**src/rtl/alu_cmd_issuer.sv**
```systemverilog
// Initiator for a registered ALU port set: issues one command and waits ALU_LAT cycles.
// It then captures the ALU result and flags and returns them on a valid/ready channel.
module alu_cmd_issuer #(
  parameter int WIDTH   = 32,
  parameter int SEL_W   = 4,
  parameter int ALU_LAT = 1
) (
  input  logic             clk,
  input  logic             rst_n,
  input  logic             cmd_valid,
  output logic             cmd_ready,
  input  logic [WIDTH-1:0] cmd_a,
  input  logic [WIDTH-1:0] cmd_b,
  input  logic [SEL_W-1:0] cmd_sel,
  input  logic             cmd_cin,
  input  logic             cmd_chain,
  output logic [WIDTH-1:0] alu_a,
  output logic [WIDTH-1:0] alu_b,
  output logic [SEL_W-1:0] alu_sel,
  output logic             alu_cin,
  input  logic [WIDTH-1:0] alu_y,
  input  logic             alu_cout,
  input  logic             alu_negative,
  input  logic             alu_zero,
  input  logic             alu_overflow,
  output logic             rsp_valid,
  input  logic             rsp_ready,
  output logic [WIDTH-1:0] rsp_y,
  output logic [3:0]       rsp_flags,
  output logic             carry_q,
  output logic             busy
);

  localparam int              CNT_W    = 4;
  localparam logic [CNT_W-1:0] LAT_LOAD = CNT_W'(ALU_LAT - 1);

  typedef enum logic [1:0] {
    S_IDLE = 2'd0,
    S_WAIT = 2'd1,
    S_RESP = 2'd2
  } state_t;

  state_t           r_state;
  state_t           w_state_nxt;
  logic [CNT_W-1:0] r_cnt;
  logic [WIDTH-1:0] r_alu_a;
  logic [WIDTH-1:0] r_alu_b;
  logic [SEL_W-1:0] r_alu_sel;
  logic             r_alu_cin;
  logic [WIDTH-1:0] r_rsp_y;
  logic [3:0]       r_rsp_flags;
  logic             r_carry;
  logic             r_rsp_valid;

  logic             w_cmd_ready;
  logic             w_cmd_acc;
  logic             w_capture;
  logic             w_rsp_acc;

  // In RESP the response slot frees up in the same cycle it is consumed,
  // so a new command can be taken back-to-back with the handshake.
  always_comb begin
    w_state_nxt = r_state;
    w_cmd_ready = 1'b0;
    w_capture   = 1'b0;
    w_rsp_acc   = 1'b0;
    case (r_state)
      S_IDLE: begin
        w_cmd_ready = 1'b1;
        if (cmd_valid) w_state_nxt = S_WAIT;
      end
      S_WAIT: begin
        if (r_cnt == '0) begin
          w_capture   = 1'b1;
          w_state_nxt = S_RESP;
        end
      end
      S_RESP: begin
        w_cmd_ready = rsp_ready;
        w_rsp_acc   = rsp_ready;
        if (rsp_ready) w_state_nxt = cmd_valid ? S_WAIT : S_IDLE;
      end
      default: w_state_nxt = S_IDLE;
    endcase
  end

  assign w_cmd_acc = cmd_valid & w_cmd_ready;

  always_ff @(posedge clk or negedge rst_n) begin
    if (!rst_n) r_state <= S_IDLE;
    else        r_state <= w_state_nxt;
  end

  always_ff @(posedge clk or negedge rst_n) begin
    if (!rst_n) begin
      r_cnt <= '0;
    end else if (w_cmd_acc) begin
      r_cnt <= LAT_LOAD;
    end else if (r_state == S_WAIT && r_cnt != '0) begin
      r_cnt <= r_cnt - CNT_W'(1);
    end
  end

  // Chained commands take the carry captured from the previous result;
  // in RESP that capture has already landed in r_carry.
  always_ff @(posedge clk or negedge rst_n) begin
    if (!rst_n) begin
      r_alu_a   <= '0;
      r_alu_b   <= '0;
      r_alu_sel <= '0;
      r_alu_cin <= 1'b0;
    end else if (w_cmd_acc) begin
      r_alu_a   <= cmd_a;
      r_alu_b   <= cmd_b;
      r_alu_sel <= cmd_sel;
      r_alu_cin <= cmd_chain ? r_carry : cmd_cin;
    end
  end

  always_ff @(posedge clk or negedge rst_n) begin
    if (!rst_n) begin
      r_rsp_y     <= '0;
      r_rsp_flags <= '0;
      r_carry     <= 1'b0;
      r_rsp_valid <= 1'b0;
    end else if (w_capture) begin
      r_rsp_y     <= alu_y;
      r_rsp_flags <= {alu_cout, alu_negative, alu_zero, alu_overflow};
      r_carry     <= alu_cout;
      r_rsp_valid <= 1'b1;
    end else if (w_rsp_acc) begin
      r_rsp_valid <= 1'b0;
    end
  end

  assign cmd_ready = w_cmd_ready;
  assign alu_a     = r_alu_a;
  assign alu_b     = r_alu_b;
  assign alu_sel   = r_alu_sel;
  assign alu_cin   = r_alu_cin;
  assign rsp_valid = r_rsp_valid;
  assign rsp_y     = r_rsp_y;
  assign rsp_flags = r_rsp_flags;
  assign carry_q   = r_carry;
  assign busy      = (r_state != S_IDLE);

endmodule

```
**config.mk**
```make
export PLATFORM = sky130hd
export DESIGN_NAME = alu_cmd_issuer
export DESIGN_NICKNAME = d
export VERILOG_FILES = /design/src/rtl/alu_cmd_issuer.sv
export SDC_FILE = /design/constraint.sdc
export NUM_CORES = 1
export LEC_CHECK = 0
export ABC_AREA = 0
export CORE_UTILIZATION = 43
export DETAILED_ROUTE_END_ITERATION = 10
export PLACE_DENSITY = 0.85
export SLEW_MARGIN = 40
export SYNTH_ARGS = -nofsm -noshare
export SYNTH_HDL_FRONTEND = slang
export SYNTH_SLANG_ARGS = --single-unit
export TNS_END_PERCENT = 30
```
**constraint.sdc**
```tcl
create_clock -name clk -period 4.1 [get_ports clk]
set_clock_uncertainty 0.15 [all_clocks]
set_input_delay 0.82 -clock clk [delete_from_list [all_inputs] [get_ports clk]]
set_output_delay 0.82 -clock clk [all_outputs]
set_load 0.02 [all_outputs]
```
# [Yosys cells after proc, flatten, opt, wreduce, memory -nomap -nowiden]
# Index checks and enable logic that the tools add are counted.
[word_totals] regBits=113 in_bits=110 out_inout_bits=109
[op_classes] n_addsub=1 eq_ne=5 mux=14 bitwise_logic=1 n_reduce_logical=8
[op_table] op="2-to-1 mux 4 bit" n=2
[op_table] op="2-to-1 mux 1 bit" n=7
[op_table] op="2-to-1 mux 2 bit" n=3
[op_table] op="!= test 2 bit (second input constant)" n=3
[op_table] op="case mux 2 bit (3 select lines)" n=1
[op_table] op="nonzero test 2 bit" n=3
[op_table] op="zero test 4 bit" n=1
[op_table] op="nonzero test 4 bit" n=1
[op_table] op="subtractor 4 x 1 -> 4 bit (second input constant)" n=1
[op_table] op="AND reduction 3 bit" n=1
[op_table] op="== test 2 x 1 -> 1 bit (second input constant)" n=1
[op_table] op="== test 2 bit (second input constant)" n=1
[op_table] op="zero test 2 bit" n=1
[op_table] op="case mux 1 bit (2 select lines)" n=1
[op_table] op="AND 1 bit" n=1
[op_table] op="logical AND 1 bit" n=1

# [Longest topological paths before layout]
[depth] word_depth=4 mapped_depth=7

# [Worst setup path before layout]
# No wires, ideal clock.
[synth_timing] path_kind="input to output" start="in rsp_ready" end="out cmd_ready" arrival_ns=1.135 t_required_ns=3.130 slack_ns=1.995 cell_stages=2 n_path_buf=0 cell_sequence="nor2b_4 nor2_1"
[synth_between] elab_chain_cells=1
[synth_rtl] element="start: declaration" line="27" rtl="input logic rsp_ready,"
[synth_rtl] element="case mux 1 bit (2 select lines)" line="67" rtl="case (r_state)"
[synth_rtl] element="end: declaration" line="11" rtl="output logic cmd_ready,"
# Every way passes these cells.

# [Worst setup path in the final report]
# Same ends and word-level chain as after synthesis.

==> results_dict.tcl <==
set metrics [dict create \
    drt_iter0_markers 65 \
    fill_cells 677 \
    grt_pass1_vias 3107 \
    hp-class "reg -> reg" \
    synth_seq_cells 112 \
    cts_num_sinks 112 \
    path_class "in -> out" \
    startpoint "rsp_ready" \
    die_h_um 103 \
    grt_pass1_wl_um 15200 \
    wl_um 10400 \
    status "finished, final reports clean" \
    synth_area_um2 4410 \
    port_buffers 218 \
    coreArea_um2 9860 \
    htreeDepth 3 \
    grt_overflow 0 \
    synth_area_per_cell_um2 16.8 \
    cp.required_ns 3.13 \
    top_layer_used "met4" \
    rr_endpoint "rsp_y[28]" \
    dieArea_um2 10700 \
    dr.pass1.iters 4 \
    hpwl_um 7700 \
    crit_end "cmd_ready" \
    p_total_mw 5.73 \
    wl_per_cell_um 16.8 \
    drcViolationCount 0 \
    die_w_um 103 \
    yosysTopAreaCell "dfrtp_1" \
    fin_tns_setup_ns 0 \
    arrival_ns 2.14 \
    antenna_found_initial 0 \
    worst_pin_slew_ns 0.693 \
    layout_commonest_cell "clkdlybuf4s50_1" \
    fmax_mhz 322 \
    pre_cts_ws_ns 1.01 \
    r2r_slack_ns 2.01 \
    yosysWarnings 0 \
    fin_crit_sh_pct 75.7 \
    drive_above_1_share_pct 25.9 \
    grt_max_degree 92 \
    path_clk_slew_ns 0.10 \
    dr_wl_met2_um 5300 \
    multi_input_area_um2 1480 \
    via_per_inst 4.76 \
    whs_ns 0.341 \
    dr_wl_met3_um 1000 \
    final_cells 619 \
    wl_met1_um 3870 \
    start_util_pct 44.7 \
    placedCellCount 603 \
    p_per_area_nw_per_um2 830 \
    root_buffer "clkbuf_8" \
    fin_ws_ns 0.995 \
    rsz0062_at_grt "no" \
    period_minus_slack_ns 3.11 \
    ctsResizeCount 0 \
    end_kind "primary output" \
    leakage_nw 2.93 \
    finalNetCount 593 \
    mostFrequentLayoutCells "217 x clkdlybuf4s50_1, 112 x dfrtp_1, 82 x mux2_2" \
    regToRegStartpoint "r_cnt[0]" \
    finalSetupViolations 0 \
    grt_util_all_layers_pct 19.3 \
    finalWeightedCongestion 0.757 \
    critPathLaunchType "input pin" \
    vias 2945 \
    antenna_cells 0 \
    postCtsHoldBufs 0 \
    cap_viol_max_count 0 \
    clock_latency_ns 0.36 \
    synthCells 262 \
    synthTopCellsByArea "dfrtp_1 64%, mux2_2 21%, mux2_4 6.1%, buf_6 2.6%, mux2_1 1.5%" \
    cts_buffers 9 \
    yosys.cell_types.count 25 \
    reg2regPathDepth 5 \
    seq_area_frac_synth_pct 63.6 \
    yosysTopAreaCellShare_pct 63.6 \
    ff_latch_area_um2 2800 \
    area_growth_pct 56.7 \
    cts_max_path_buffers 2 \
    cts_tree "built" \
    post_cts_buffers 0 \
    num_rows 36 \
    max_slew_margin_pct 53.8 \
    max-vdd-ir-drop_mv 0.417 \
    hold_violations 0 \
    crit_fanout 6 \
    maxSlewViolCount 0 \
    synthesis.nets 374 \
    antenna_left 0 \
    io-pin-count 219 \
]
## worst min path at each step
stage	slack, ns	end	cells past startpoint	from
2_1_floorplan	0.29	r_cnt[0]	1	r_cnt[0]
3_3_place_gp	0.32	r_cnt[0]	1	r_cnt[0]
3_5_place_dp	0.32	r_cnt[0]	1	r_cnt[0]
4_1_cts	0.34	r_cnt[0]	1	r_cnt[0]
5_1_grt	0.35	r_cnt[0]	1	r_cnt[0]
6_report	0.34	r_cnt[0]	1	r_cnt[0]
## where the power goes
| part | leakage [nW] | internal, mW | switching [mW] |
|---|---|---|---|
| clock network | 0.119 | 0.377 | 0.356 |
| registers | 1.31 | 1.67 | 0.302 |
| logic | 1.49 | 1.67 | 1.36 |
## worst max-delay path, cell delays in order
cell,delay (ns)
clkdlybuf4s50_1,0.55
nor2b_4,0.08
nor2_1,0.08
clkdlybuf4s50_1,0.60
## cell usage after synthesis, drive strengths merged
master / instances
a21oi: 1
nand3: 1
o21ai: 5
o31ai: 1
nand2: 4
mux2i: 3
o311ai: 1
nor2b: 2
or2: 2
buf: 12
nand3b: 1
or3: 1
dfrtp: 112
nand2b: 1
ha: 2
mux2: 106
nor3b: 1
inv: 4
nor2: 2
## per-layer routing
layer / vias to the layer above / track usage, %
met5: - / 0
met4: 0 / 7.91
met3: 19 / 7.12
met2: 141 / 33.5
met1: 1434 / 21.6
li1: 1351 / -
## layout make-up
type | count | share of cell area (%)
Clock buffer | 11 | 2.19
Clock inverter | 5 | 1.14
Inverter | 4 | 0.217
Multi-Input combinational cell | 134 | 21.4
Sequential cell | 112 | 40.6
Tap cell | 133 | 2.41
Timing Repair Buffer | 220 | 32.1
## registers in the layout, summed over array words and instances, names as in the netlist
register   count
alu_a         32
alu_b         32
rsp_y         32
alu_sel        4
r_cnt          4
rsp_flags      4
r_state        2
alu_cin        1
rsp_valid      1
## through the flow
step,utilization (%),area [um2]
after floorplan,-,4410
after global placement,67.6,6660
after detailed placement,67.6,6670
after CTS,70.0,6900
after global routing,70.0,6910
final,70.0,6910
## logic make-up (layout without fill, tap and decap cells)
group | count (synthesis) | in the layout | share of synthesized area, %
and+or+nand+nor | 15 | 15 | 2.33
buffers and inverters | 16 | 240 | 3.18
muxes | 109 | 109 | 29.3
DFF | 112 | 112 | 63.6
adders and majority gates | 2 | 2 | 0.568
AOI/OAI and AO/OA | 8 | 8 | 1.05
Power figures use the tool's default switching activity.
